File: config.mk
export PLATFORM = sky130hd
export DESIGN_NAME = instruction_fetch_stage
export DESIGN_NICKNAME = d
export VERILOG_FILES = /design/src/rtl/instruction_fetch_stage.sv
export SDC_FILE = /design/constraint.sdc
export NUM_CORES = 1
export LEC_CHECK = 0
export CORE_ASPECT_RATIO = 0.9
export CORE_UTILIZATION = 45
export CTS_BUF_LIST = sky130_fd_sc_hd__clkbuf_4
export DETAILED_ROUTE_END_ITERATION = 12
export HOLD_SLACK_MARGIN = 0.15
export PLACE_DENSITY = 0.79
export SYNTH_ARGS = -nofsm -noshare
export SYNTH_HDL_FRONTEND = slang
export SYNTH_SLANG_ARGS = --single-unit
File: constraint.sdc
create_clock -name clock -period 1.9 [get_ports clock]
set_clock_uncertainty 0.15 [all_clocks]
set_input_delay 0.19 -clock clock [delete_from_list [all_inputs] [get_ports clock]]
set_output_delay 0.19 -clock clock [all_outputs]
set_load 0.1 [all_outputs]
File: src/rtl/instruction_fetch_stage.sv
// Instruction fetch stage: PC register, icache miss/redirect FSM and IF/ID pipeline register.
// Define IFETCH_MISALIGN_TRAP_EN to redirect misaligned branch targets to TRAP_VECTOR.
//   state         | meaning
//   FETCH         | icache hit path, PC advances each unstalled cycle
//   MISS          | icache miss outstanding, PC held
//   MISS_REDIRECT | miss outstanding with a branch target parked in pend_q
module instruction_fetch_stage #(
  parameter logic [31:0] RESET_PC    = 32'h0000_0000,
  parameter logic [31:0] TRAP_VECTOR = 32'h0000_0100
) (
  input  logic        clock,
  input  logic        reset,
  input  logic        stall,
  input  logic        flush,
  input  logic        branch_taken,
  input  logic [31:0] branch_target,
  input  logic        icache_busywait,
  input  logic [31:0] icache_instruction,
  output logic [31:0] icache_address,
  output logic [31:0] if_pc,
  output logic [31:0] if_pc_plus4,
  output logic [31:0] if_instruction,
  output logic        if_valid,
  output logic        misaligned_trap
);

  localparam logic [31:0] NOP = 32'h0000_0013;

`ifdef IFETCH_MISALIGN_TRAP_EN
  localparam bit TRAP_EN = 1'b1;
`else
  localparam bit TRAP_EN = 1'b0;
`endif

  typedef enum logic [1:0] {FETCH, MISS, MISS_REDIRECT} state_e;

  state_e      state_q, state_d;
  logic [31:0] pc_q, pc_d;
  logic [31:0] pend_q, pend_d;
  logic [31:0] ifpc_q, ifpc_d;
  logic [31:0] ifpc4_q, ifpc4_d;
  logic [31:0] instr_q, instr_d;
  logic        valid_q, valid_d;
  logic        trap_q, trap_d;

  logic [31:0] pc_plus4;
  logic [31:0] tgt_sel;
  logic        tgt_misaligned;
  logic [31:0] tgt_addr;

  assign pc_plus4 = pc_q + 32'd4;

  // A branch arriving on the same edge a parked redirect resolves is the newer one and wins.
  assign tgt_sel        = (state_q == MISS_REDIRECT && !branch_taken) ? pend_q : branch_target;
  assign tgt_misaligned = TRAP_EN && (tgt_sel[1:0] != 2'b00);
  assign tgt_addr       = tgt_misaligned ? TRAP_VECTOR : {tgt_sel[31:2], 2'b00};

  always_comb begin
    state_d = state_q;
    pc_d    = pc_q;
    pend_d  = pend_q;
    ifpc_d  = ifpc_q;
    ifpc4_d = ifpc4_q;
    instr_d = instr_q;
    valid_d = valid_q;
    trap_d  = 1'b0;
    case (state_q)
      FETCH, MISS: begin
        if (branch_taken) begin
          valid_d = 1'b0;
          if (icache_busywait) begin
            pend_d  = branch_target;
            state_d = MISS_REDIRECT;
          end else begin
            pc_d    = tgt_addr;
            trap_d  = tgt_misaligned;
            state_d = FETCH;
          end
        end else if (icache_busywait) begin
          state_d = MISS;
          if (!stall) valid_d = 1'b0;
        end else begin
          state_d = FETCH;
          if (!stall) begin
            ifpc_d  = pc_q;
            ifpc4_d = pc_plus4;
            instr_d = icache_instruction;
            valid_d = 1'b1;
            pc_d    = pc_plus4;
          end
        end
      end
      MISS_REDIRECT: begin
        if (branch_taken) pend_d = branch_target;
        if (branch_taken || !stall) valid_d = 1'b0;
        // Data returned for the abandoned address is dropped here.
        if (!icache_busywait) begin
          pc_d    = tgt_addr;
          trap_d  = tgt_misaligned;
          valid_d = 1'b0;
          state_d = FETCH;
        end
      end
      default: state_d = FETCH;
    endcase
    if (flush) valid_d = 1'b0;
    if (!valid_d) instr_d = NOP;
  end

  always_ff @(posedge clock or negedge reset) begin
    if (!reset) begin
      state_q <= FETCH;
      pc_q    <= RESET_PC;
      pend_q  <= 32'h0;
      ifpc_q  <= 32'h0;
      ifpc4_q <= 32'h0;
      instr_q <= NOP;
      valid_q <= 1'b0;
      trap_q  <= 1'b0;
    end else begin
      state_q <= state_d;
      pc_q    <= pc_d;
      pend_q  <= pend_d;
      ifpc_q  <= ifpc_d;
      ifpc4_q <= ifpc4_d;
      instr_q <= instr_d;
      valid_q <= valid_d;
      trap_q  <= trap_d;
    end
  end

  assign icache_address  = pc_q;
  assign if_pc           = ifpc_q;
  assign if_pc_plus4     = ifpc4_q;
  assign if_instruction  = instr_q;
  assign if_valid        = valid_q;
  assign misaligned_trap = trap_q;

endmodule

# == Yosys cells after proc, flatten, opt, wreduce, memory -nomap -nowiden ==
# Index checks and enable logic that the tools add are counted.
# word_totals
n_memories,0
mem_bits_ro,0
regBits,163
latchBits,0
ram_bits,0
elab_cells,62
# classes
eq_ne,12
bitwise_logic,3
mul,0
order_cmp,0
n_shift,0
mux,28
div_mod_pow,0
n_reduce_logical,11
addsub,1
# op_table
op,n
two-way mux 32 bit,13
case mux 32 bit (2 select lines),2
adder 32 x 3 -> 32 bit (second input constant),1
!= test 2 bit (second input constant),7
AND reduction 4 bit,3
two-way mux 1 bit,8
two-way mux 2 bit,3
!= test 3 bit (second input constant),2
case mux 2 bit (2 select lines),1
inverter 1 bit,3
AND reduction 3 bit,1
== test 2 x 1 -> 1 bit (second input constant),1
== test 2 bit (second input constant),1
logical NOT 1 bit,2
logical NOT 2 bit,1
!= test 2 x 1 -> 1 bit (second input constant),1
case mux 1 bit (2 select lines),1
nonzero test 2 bit,1
OR reduction 2 bit,1
logical AND 1 bit,1
logical OR 1 bit,1

# == Longest topological paths before layout ==
# Gate-level depths: netlist (run 1).
# depth
depth_word,8
ltp_mapped,8
depth_no_buf,6

# == Worst setup path after synthesis (run 1) ==
# No wires, ideal clock.
# synth_path
kind,flip-flop to flip-flop
from,register pc_q[7] (netlist: icache_address[7])
to,register pc_q[19] (netlist: icache_address[19])
stages_incl_launch_ff,7
setup_ps,127
t_required_ps,1623
t_arrival_ps,2630
slack_ps,-1007
period_less_slack_ps,2907
path_cell_list,dfrtp_1 > buf_2 > nand4_4 > nor4_2 > nand3_1 > xnor2_1 > a221o_1
# synth_via
elab_chain_len,5
# synth_rtl
element,line,text
start: declaration,38,"logic [31:0] pc_q, pc_d;"
start signal: assignment,122,pc_q <= pc_d;
adder 32 x 3 -> 32 bit,51,assign pc_plus4 = pc_q + 32'd4;
two-way mux 32 bit,84,if (!stall) begin
two-way mux 32 bit,79,end else if (icache_busywait) begin
two-way mux 32 bit,69,if (branch_taken) begin
case mux 32 bit (2 select lines),67,case (state_q)
# No other way between the ends. The select of a mux whose other input is x is not followed.
# A chain may end at the register's enable or synchronous reset.

# == Final worst setup path (run 1) ==
# layout_path
from,register pc_q[2] (netlist: icache_address[2])
to,register pc_q[23] (netlist: icache_address[23])
# The elaborated chain is that of the path after synthesis.

==> summary.txt, run 1 <==
Clock tree
  – # H-tree levels: 4
  – Max Root-Sink Buffers: 2
  – CTS buffer count: 17
  – # clock sinks: 159
  – Reg clk slew, reported paths: 140 ps
  – Skew-Pair Late Insertion Delay: 550 ps
  – Root buf cell: clkbuf_4
  – CTS tree: built

Run status
  – Status: complete, but fails checks
  – Failing checks: negative setup slack

Logic synthesis
  – Predominant post-synthesis flop cell: dfrtp_1
  – Post-Syn Instances: 740
  – Async SR Flop Fraction: 100%
  – Synth unique cells: 59
  – Largest family of logic cells by synthesized area: simple AND/OR/NAND/NOR gates
  – Ranking of synthesized cells by area: dfrtp_1 54%, nand2_1 10%, mux2_2 6.1%
  – Mapped Nets: 811
  – YS warnings: 0
  – Compound-cell area share of the yosys netlist: 13.6%
  – Synthesized area: 7250 µm²
  – Synth Area in XOR/XNOR: 3.26%
  – Mapped Avg Cell Area: 9.79 µm²
  – Simple-Gate Fraction of Synth Area: 17.7%
  – Post-synth top area cell: dfrtp_1
  – Yosys top cell area share: 53.9%
  – Seq/Total Area, Yosys: 54.9%
  – Post-synthesis mux area share: 6.34%
  – Area share of fa/ha/maj cells after synthesis: 0.173%
  – EDFF count, synth: 0
  – #FFs+latches synth: 159

Floorplanning
  – Die height: 122 µm
  – Initial Utilization: 46.5%
  – Die area: 16600 µm²
  – Die W: 136 µm
  – Num rows: 43
  – Core Area: 15600 µm²
  – Io pins: 200

Placed design
  – Port Buffers: 196
  – DP HPWL: 16500 µm
  – Post-DP Area: 10600 µm²
  – Pre-CTS WS: -388 ps
  – Placed cells: 1187
  – RD Place Congestion: 0.886

Layout
  – Most common cell after layout, fill and taps aside: nand2_1
  – Area growth from synthesis to layout: 67.7%
  – Filler instances: 913
  – Fin cells: 1308
  – Ant. Diodes: 0
  – Final core utilization: 77.9%
  – Share of cells above drive strength 1: 40.5%
  – Design area: 12200 µm²
  – Most frequent cells in the layout: 186 x nand2_1, 184 x buf_4, 125 x dfrtp_1
  – Final net count: 1164

Timing
  – Max Clk Rate: 503 MHz
  – TNS Setup: -436 ps
  – Tcrit/Tclk final: 105%
  – Final setup viols: 18
  – Fin. max-slew vios: 0
  – Final Critical Period: 1990 ps
  – RSZ-0062 raised after global routing: true
  – Hold Fails Final Rpt: 0
  – Setup ws final: -89.1 ps

Detailed routing
  – Residual DRC: 0
  – Drt wl/cell: 19.9 µm
  – Drt pass-1 iters: 6
  – Routed WL: 26000 µm
  – DR vias/cell: 5.65
  – DRT antenna net count: 0
  – Routed via count: 7394
  – DR iter-0 viols: 771

Global routing
  – Gr ovfl total: 0
  – Vias in the first global route: 6947
  – First-pass GRT wire length: 37200 µm
  – Largest net degree at the start of global routing: 60
  – Initial antenna violation count: 0
  – All-Layer GR Usage: 29.8%

Setup path
  – Worst setup SP type: register
  – Worst-path maximum fanout: 3
  – Worst setup EP type: register
  – R2r startpoint: icache_address[2]
  – CP Launch Point: icache_address[2]
  – Worst-case reg-to-reg path depth: 7
  – Data required, critical path: 2190 ps
  – Arrival time worst endpoint: 2280 ps
  – Setup Crit Path Kind: reg2reg

Pwr
  – Worst vdd ir: 0.00120 V
  – Power Density: 1180 nW/µm²
  – Cell leakage power: 0.00542 µW

Flow run
  – # Max-Cap Violations: 0

Worst hold path
  – Min-delay src: flush
  – HP Class: in2reg
  – Hold depth: 3
==> worst max-delay path, cell delays in order (launching register included) <==
cell,delay (ps)
dfrtp_4,470
nand3_2,110
nor4_4,360
buf_4,190
nand4_1,200
buf_4,230
nor2_4,120
a211oi_2,50
==> flip-flops by register name, indices dropped and copies added (netlist names) <==
register and count:
if_valid 1, icache_address 32, if_instruction 32, state_q 2
if_pc 32, pend_q 30, if_pc_plus4 30
==> final cells by class <==
type	count	area, µm²	area share (%)
sequential	159	4070	33.5
clock inverter	13	98.8	0.813
tap	202	253	2.08
inverter	5	18.8	0.154
timing repair buffer	391	4150	34.1
clock buffer	19	143	1.17
multi-input combinational	519	3420	28.1
==> routing by layer <==
| metal | up-vias | wire length (µm) | share of wire (%) | track usage (%) |
|---|---|---|---|---|
| met3 | 50 | 2480 | 9.5 | 7.56 |
| met1 | 3646 | 10300 | 40 | 39.8 |
| li1 | 3248 | - | - | - |
| met2 | 450 | 12700 | 49 | 48.2 |
| met5 | - | 0 | 0 | 0 |
| met4 | 0 | 485 | 1.9 | 7.58 |
==> metrics by stage <==
stage	power, µW	hold slack, ps
after floorplan	9260	-256
after global placement	11800	-56.8
after detailed placement	11900	-57.5
after CTS	14000	153
after global routing	14800	175
final	14300	208
==> what timing repair did <==
item / CTS / global route
setup endpoints to repair: 31 / 98
hold endpoints to repair: 220 / 0
gates cloned: 0 / 4
buffers inserted: 9 / 15
gates resized for setup: 25 / 73
hold buffers: 64 / 0
pin swaps: 9 / 32
==> cell usage after synthesis (7+ instances only) <==
master and number:
mux2_2 39, o22ai_1 23, nand3_1 11, buf_2 19, nor3_1 10, o22a_1 10, dfrtp_1 156, a21oi_1 55
clkbuf_1 26, nand2_1 193, nand4_1 9, o21ai_0 22, nor2_1 47, xnor2_1 13, buf_4 7, xor2_1 14
==> report_power, final <==
part,internal [µW],total (µW),switching [µW],leakage (µW)
Combinational,2600,7900,5300,0.00333
Clock,654,1850,1200,0.000131
Sequential,4040,4570,530,0.00196
Total,7300,14300,7020,0.00542
==> path summary, 6_finish.rpt <==
check	endpoint	slack, ps
worst max-delay path	icache_address[23]	-90
worst min-delay path	if_valid	210
worst max register to register	icache_address[23]	-90
worst min register to register	if_pc[24]	350
max in group asynchronous	if_instruction[4]	640
min in group asynchronous	if_pc_plus4[21]	590
==> cell families after synthesis <==
logic type	Yosys count
simple gates	297
flops	159
compound gates	152
buf+inv	62
mux	41
xor+xnor	27
fa+ha+maj	1
other cells	1
No activity file was read; power rests on OpenSTA's default activity.
==> run 2, diff against run 1 <==
==> constraint.sdc (replaced) <==
create_clock -name clock -period 1.7 [get_ports clock]
set_clock_uncertainty 0.15 [all_clocks]
set_input_delay 0.17 -clock clock [delete_from_list [all_inputs] [get_ports clock]]
set_output_delay 0.17 -clock clock [all_outputs]
set_load 0.1 [all_outputs]
==> run 2 against run 1 <==
Compared with the run above:
- the flow now stops in 5_1_grt
- synthesized cell count did not move
- synthesized area did not move
==> summary.txt, run 2 <==
Run status
  – Status: did not finish
  – Failing step: 5_1_grt
  – Log Error: [ERROR DPL-0038] Utilization greater than 100%, impossible to legalize

Logic synthesis
  – Yosys top cell area share: 53.9% (unchanged)
  – EDFF count, synth: 0 (unchanged)
  – Seq/Total Area, Yosys: 54.9% (unchanged)
  – Post-Syn Instances: 740 (unchanged)
  – Synthesized area: 7250 µm² (unchanged)
  – Async SR Flop Fraction: 100% (unchanged)
  – Synth top cells by count: 193 x nand2_1, 156 x dfrtp_1, 55 x a21oi_1
  – Synth unique cells: 59 (unchanged)
  – Predominant post-synthesis flop cell: dfrtp_1
  – Post-synth top area cell: dfrtp_1
  – Mapped Nets: 811 (unchanged)
  – Most common cell in the netlist: nand2_1
  – Mapped Avg Cell Area: 9.79 µm² (unchanged)
  – #FFs+latches synth: 159 (unchanged)
  – YS warnings: 0 (unchanged)
  – Ranking of synthesized cells by area: dfrtp_1 54%, nand2_1 10%, mux2_2 6.1%

Floorplanning
  – Initial Utilization: 46.5% (unchanged)
  – Io pins: 200 (unchanged)
  – Die W: 136 µm (unchanged)
  – Die height: 122 µm (unchanged)
  – Num rows: 43 (unchanged)

Clock tree
  – CTS buffer count: 17 (unchanged)
  – Max Root-Sink Buffers: 2 (unchanged)
  – # clock sinks: 159 (unchanged)
  – Root buf cell: clkbuf_4
  – # H-tree levels: 4 (unchanged)

Placed design
  – DP HPWL: 18100 µm (+10%)
  – Post-DP Area: 11700 µm² (+11%)
  – Pre-CTS WS: -446 ps (-57.6 ps)
  – RD Place Congestion: 0.900 (+1.6%)
  – Port Buffers: 196 (unchanged)

Global routing
  – Largest net degree at the start of global routing: 52

Timing
  – WEP type: register data pin
  – Post-GRT worst EP: icache_address[20]$_DFFE_PN0P_/D
[run 2: cell counts after synthesis]
No cell type changed its count.
[run 2: repair_timing]
action | 4_1_cts
gates resized for setup | 200
endpoints found under the setup margin | 174
endpoints found under the hold margin | 220
setup buffers | 54
cloned | 12
hold buffers | 63
pin swaps | 69
[run 2: logic make-up after synthesis]
group / share of synthesized area [%]
and+or+nand+nor: 17.7
DFF: 54.9
AOI/OAI and AO/OA: 13.6
buffers and inverters: 3.94
muxes: 6.34
xor gates and xnor gates: 3.26
adders and majority gates: 0.173
other: 0.0517
[run 2: metrics by stage]
stage	hold slack, ps	instances	util, %	setup TNS, ps
CTS	159	1356	90.7	-12220
detailed placement	-48.9	1197	75.1	-49240
global placement	-49.4	1197	75.1	-40790
floorplan	-276	740	-	-16340
==> run 3, diff against run 2 <==
==> config.mk (replaced) <==
export PLATFORM = sky130hd
export DESIGN_NAME = instruction_fetch_stage
export DESIGN_NICKNAME = d
export VERILOG_FILES = /design/src/rtl/instruction_fetch_stage.sv
export SDC_FILE = /design/constraint.sdc
export NUM_CORES = 1
export LEC_CHECK = 0
export CORE_UTILIZATION = 40
export DETAILED_ROUTE_END_ITERATION = 12
export PLACE_DENSITY_LB_ADDON = 0.15
export SYNTH_ARGS = -nofsm -noshare
export SYNTH_HDL_FRONTEND = slang
export SYNTH_SLANG_ARGS = --single-unit
==> constraint.sdc (replaced) <==
create_clock -name clock -period 2.21 [get_ports clock]
set_clock_uncertainty 0.15 [all_clocks]
set_input_delay 0.221 -clock clock [delete_from_list [all_inputs] [get_ports clock]]
set_output_delay 0.221 -clock clock [all_outputs]
set_load 0.1 [all_outputs]
==> run 3 against run 2 <==
Compared with the run above:
- the flow now finishes without violations
==> summary.txt, run 3 (synthesized netlist as in run 1, its figures left out) <==
Placed design
  – DP HPWL: 15300 µm (-16%)
  – Pre-CTS WS: -53.1 ps (+392 ps)
  – Placed cells: 1164 (-2.8%)
  – RD Place Congestion: 0.802 (-11%)
  – Port Buffers: 196 (unchanged)

Global routing
  – Initial antenna violation count: 1
  – All-Layer GR Usage: 22.5%
  – First-pass GRT wire length: 31700 µm
  – Gr ovfl total: 0
  – Largest net degree at the start of global routing: 51
  – Vias in the first global route: 5610

Timing
  – TNS Setup: 0 ps
  – Final Critical Period: 2080 ps
  – Setup ws final: 131 ps
  – Final setup viols: 0
  – RSZ-0062 raised after global routing: false
  – WHS: 125 ps
  – Hold Fails Final Rpt: 0
  – Slew HR: 59.5%
  – Tightest Pin Transition: 605 ps
  – Fin. max-slew vios: 0
  – Max Clk Rate: 481 MHz
  – Tcrit/Tclk final: 94.1%

Setup path
  – Setup Crit Path Kind: reg2reg
  – Worst setup SP type: register
  – Buf+Inv Stages, Crit Path: 1
  – CP top delay family: simple AND/OR/NAND/NOR gates
  – CP max stage cell: dfrtp_4
  – Data required, critical path: 2370 ps
  – Largest stage delay, worst path: 500 ps
  – Arrival time worst endpoint: 2240 ps
  – Worst setup EP type: register
  – Levels on crit path: 6
  – Worst-path maximum fanout: 10
  – Worst-case reg-to-reg path depth: 6
  – Critical path cell sequence: ha_4, nand2_1, nor4_4, buf_6, nand4_1, a311o_1

Run status
  – Status: complete, no violations

Clock tree
  – Reg clk slew, reported paths: 60 ps
  – Skew-Pair Late Insertion Delay: 420 ps
  – # H-tree levels: 4 (unchanged)
  – CTS buffer count: 17 (unchanged)
  – Max Root-Sink Buffers: 2 (unchanged)
  – # clock sinks: 159 (unchanged)
  – Setup Buffers After CTS: 0 (-100%)
  – Root buf cell: clkbuf_16
  – CTS tree: built

Floorplanning
  – Io pins: 200 (unchanged)
  – Num rows: 48 (+12%)
  – Die W: 137 µm (+0.61%)
  – Die area: 18700 µm²
  – Initial Utilization: 41.5% (-5.0 points)
  – Core Area: 17500 µm²
  – Die height: 137 µm (+12%)

Detailed routing
  – Routed WL: 20600 µm
  – Routed via count: 6198
  – Drt wl/cell: 17.2 µm
  – DR iter-0 viols: 429
  – Residual DRC: 0
  – Drt pass-1 iters: 5
  – DR vias/cell: 5.18
  – DRT antenna net count: 0

Layout
  – Multi-input logic area: 3030 µm²
  – Area growth from synthesis to layout: 40.5%
  – Final core utilization: 58.3%
  – Ant. Diodes: 0
  – Most common cell after layout, fill and taps aside: nand2_1
  – Share of cells above drive strength 1: 31.6%
  – Register area: 4030 µm²
  – Fin cells: 1197
  – Final net count: 1030
  – Most frequent cells in the layout: 192 x nand2_1, 181 x buf_4, 131 x dfrtp_1
  – Filler instances: 1546

Pwr
  – Cell leakage power: 0.00459 µW
  – Worst vdd ir: 0.000683 V
  – Power Density: 1220 nW/µm²

Flow run
  – # Max-Cap Violations: 0

Worst hold path
  – HP Class: in2async
## run 3: timing repair
| action | in CTS | in global routing |
|---|---|---|
| hold buffers | 1 | 0 |
| gates resized for setup | 0 | 2 |
| endpoints found under the setup margin | 0 | 1 |
| hold endpoints to repair | 156 | 0 |
## run 3: power by group
part           internal, µW  leakage [µW]  switching [µW]
sequential             3460       0.00196             478
combinational          1270       0.00232            4070
clock                  1980      0.000306            1160
total                  6710       0.00459            5710
## run 3: worst reg2reg max path: stages, from the launching register on
cell and delay, ps:
dfrtp_4 500, ha_4 150, nand2_1 90, nor4_4 310
buf_6 190, nand4_1 190, a311o_1 390
## run 3: path summary, 6_finish.rpt
path | to | slack, ps | start
setup / recovery | icache_address[28] | 130 | icache_address[2]
hold / removal | if_instruction[3] | 130 | reset
setup reg to reg | icache_address[28] | 130 | icache_address[2]
hold reg to reg | if_pc[19] | 320 | if_pc[19]
max in group asynchronous | if_instruction[0] | 1140 | reset
min in group clock | if_instruction[1] | 180 | icache_instruction[1]
## run 3: metal layers
layer	GRT usage, %	part of all wire, %
met1	33.7	48
met2	32.4	43
met3	5.00	7.3
met4	6.11	0.98
met5	0	0
## run 3: final cells by class
class | instances | share of cell area, %
Clock buffer | 22 | 4.65
Clock inverter | 10 | 1.56
Inverter | 5 | 0.184
Multi-Input combinational cell | 519 | 29.7
Sequential cell | 159 | 39.6
Tap cell | 225 | 2.76
Timing Repair Buffer | 257 | 21.5
## run 3: per-stage QoR
stage	power, µW	instance area [µm²]
global placement	9300	9540
floorplan	7880	7340
global route	12900	10200
detailed placement	9340	9540
finish	12400	10200
CTS	12500	10200
==> run 4, diff against run 3 <==
--- a/config.mk
+++ b/config.mk
@@ -7,7 +7,9 @@
 export LEC_CHECK = 0
 export CORE_UTILIZATION = 40
 export DETAILED_ROUTE_END_ITERATION = 12
+export HOLD_SLACK_MARGIN = 0.15
 export PLACE_DENSITY_LB_ADDON = 0.15
+export SLEW_MARGIN = 40
 export SYNTH_ARGS = -nofsm -noshare
 export SYNTH_HDL_FRONTEND = slang
 export SYNTH_SLANG_ARGS = --single-unit
==> run 4 against run 3 <==
Compared with the run above:
- hold slack improved by 59 ps
- power barely moved
- global-route usage is 0.31 points higher
- routed wire length increased by 1.1%
- die area unchanged
- critical path type unchanged
- critical path depth did not move
==> summary.txt, run 4 (synthesized netlist as in run 1, its figures left out) <==
Timing
  – Slew HR: 59.4% (-0.070 points)
  – WHS: 184 ps (+58.6 ps)
  – Tightest Pin Transition: 606 ps (+1.04 ps)
  – Hold Fails Final Rpt: 0 (unchanged)
  – Tcrit/Tclk final: 94.3% (+0.19 points)
  – Final setup viols: 0 (unchanged)
  – Final Critical Period: 2080 ps (+4.10 ps)
  – RSZ-0062 raised after global routing: false
  – Max Clk Rate: 480 MHz (-0.20%)
  – Fin. max-slew vios: 0 (unchanged)

Setup path
  – Setup Crit Path Kind: reg2reg
  – Arrival time worst endpoint: 2240 ps (about the same)
  – CP max stage cell: dfrtp_4
  – Critical path cell sequence: ha_4, nand2_1, nor4_4, buf_6, nand4_1, a311o_1
  – Worst setup EP type: register
  – R2r startpoint: icache_address[2]
  – RR Endpoint: icache_address[28]
  – Largest stage delay, worst path: 500 ps (about the same)
  – Worst setup SP type: register
  – Worst-case reg-to-reg path depth: 6 (unchanged)
  – Data required, critical path: 2370 ps (about the same)
  – R2R Setup Slk: 130 ps (about the same)
  – Worst-path maximum fanout: 10 (unchanged)

Detailed routing
  – DRT antenna net count: 0 (unchanged)
  – DR vias/cell: 5.18 (about the same)
  – Routed WL: 20900 µm (+1.1%)
  – Drt pass-1 iters: 6 (+1)
  – Drt wl/cell: 17.4 µm (+0.97%)
  – Routed via count: 6214 (+0.26%)
  – Residual DRC: 0 (unchanged)
  – DR iter-0 viols: 441 (+2.8%)

Worst hold path
  – HP Class: in2reg
  – Hold endpoint: if_instruction[1]
  – Min-delay src: icache_instruction[1]
  – Hold depth: 3

Floorplanning
  – Io pins: 200 (unchanged)
  – Core Area: 17500 µm² (unchanged)
  – Initial Utilization: 41.5% (unchanged)
  – Die height: 137 µm (unchanged)
  – Die area: 18700 µm² (unchanged)
  – Num rows: 48 (unchanged)
  – Die W: 137 µm (unchanged)

Global routing
  – Gr ovfl total: 0 (unchanged)
  – Initial antenna violation count: 1 (unchanged)
  – Vias in the first global route: 5633 (+0.41%)
  – Largest net degree at the start of global routing: 51 (unchanged)
  – First-pass GRT wire length: 32000 µm (+0.93%)
  – All-Layer GR Usage: 22.8% (+0.31 points)

Placed design
  – RD Place Congestion: 0.802 (unchanged)
  – Post-DP Area: 9540 µm² (unchanged)
  – DP HPWL: 15300 µm (unchanged)
  – Port Buffers: 196 (unchanged)

Clock tree
  – Reg clk slew, reported paths: 60 ps (about the same)
  – # H-tree levels: 4 (unchanged)
  – CTS tree: built
  – Skew-Pair Late Insertion Delay: 420 ps (about the same)
  – CTS buffer count: 17 (unchanged)
  – # clock sinks: 159 (unchanged)
  – Root buf cell: clkbuf_16
  – Max Root-Sink Buffers: 2 (unchanged)

Pwr
  – Comb power frac: 43.1% (about the same)
  – Power Density: 1220 nW/µm² (about the same)
  – Sw frac: 46.0% (about the same)
  – Worst vdd ir: 0.000683 V (about the same)
  – Sequential fraction of design power: 31.7% (about the same)
  – Cell leakage power: 0.00460 µW (+0.17%)
  – Pwr Total: 12400 µW (about the same)
  – Clk pwr share: 25.2% (about the same)
  – P_sw: 5710 µW (about the same)
  – Power Internal: 6710 µW (about the same)

Layout
  – Share of cells above drive strength 1: 31.7% (+0.14 points)
  – Design area: 10200 µm² (about the same)
  – Most frequent cells in the layout: 192 x nand2_1, 181 x buf_4, 131 x dfrtp_1
  – Final net count: 1032 (+0.19%)
  – Ant. Diodes: 0 (unchanged)
  – Area growth from synthesis to layout: 40.7% (about the same)
  – Most common cell after layout, fill and taps aside: nand2_1

Run status
  – Status: complete, no violations

Flow run
  – # Max-Cap Violations: 0 (unchanged)
[run 4: cell types whose count changed in the layout (fill, tap and decap cells not counted), sizes merged]
cell  previous run  this run
buf            190       192
[run 4: cell type report]
| cell class | instances | area (µm²) |
|---|---|---|
| fill | 1548 | 7280 |
| sequential | 159 | 4030 |
| multi-input combinational | 519 | 3030 |
| timing repair buffer | 259 | 2200 |
| clock buffer | 22 | 474 |
| tap | 225 | 282 |
| clock inverter | 10 | 159 |
| inverter | 5 | 18.8 |
[run 4: how the worst max path moves through the flow]
| stage | from | to | slack (ps) |
|---|---|---|---|
| 2_1_floorplan | icache_address[12] | icache_address[22] | -170 |
| 3_3_place_gp | icache_busywait | icache_address[13] | -40 |
| 3_5_place_dp | branch_taken | icache_address[24] | -50 |
| 4_1_cts | reset | icache_address[2] | 60 |
| 5_1_grt | icache_address[2] | icache_address[28] | 10 |
| 6_report | icache_address[2] | icache_address[28] | 130 |
[run 4: power groups by stage]
stage	sequential (µW)	clock, µW	combinational [µW]
after floorplan	6810	0	1070
after global placement	3970	0	5330
after detailed placement	3990	0	5350
after CTS	3940	3200	5370
after global routing	4010	3320	5550
final	3940	3140	5350
[run 4: metrics by stage]
step / worst slack (ps) / std cells / util, % / TNS, ps
after floorplan: -170 / 740 / - / -808
after global placement: -38.2 / 1164 / 54.6 / -180
after detailed placement: -53.1 / 1164 / 54.6 / -527
after CTS: 59.0 / 1199 / 58.4 / 0
after global routing: 11.8 / 1199 / 58.3 / 0
final: 127 / 1199 / 58.3 / 0
[run 4: worst max-delay path: cells and delay by family, from the launching register on]
family          cells  cell delay, ps
flops               1             500
fa+ha+maj           1             150
buf+inv             1             190
compound gates      1             390
simple gates        3             590
[run 4: what timing repair did]
action,in CTS,in global routing
hold buffers,3,0
hold endpoints to repair,156,0
endpoints found under the setup margin,0,1
buffers inserted,0,0
gates resized for setup,0,2
[run 4: layer usage]
metal  up-vias  global-route usage [%]  share of wire, %
met4         0                    6.11               1.1
met1      2961                    33.9                48
met2       243                    33.2                43
met3        17                    5.00               7.9
met5         -                       0                 0
li1       2993                       -                 -
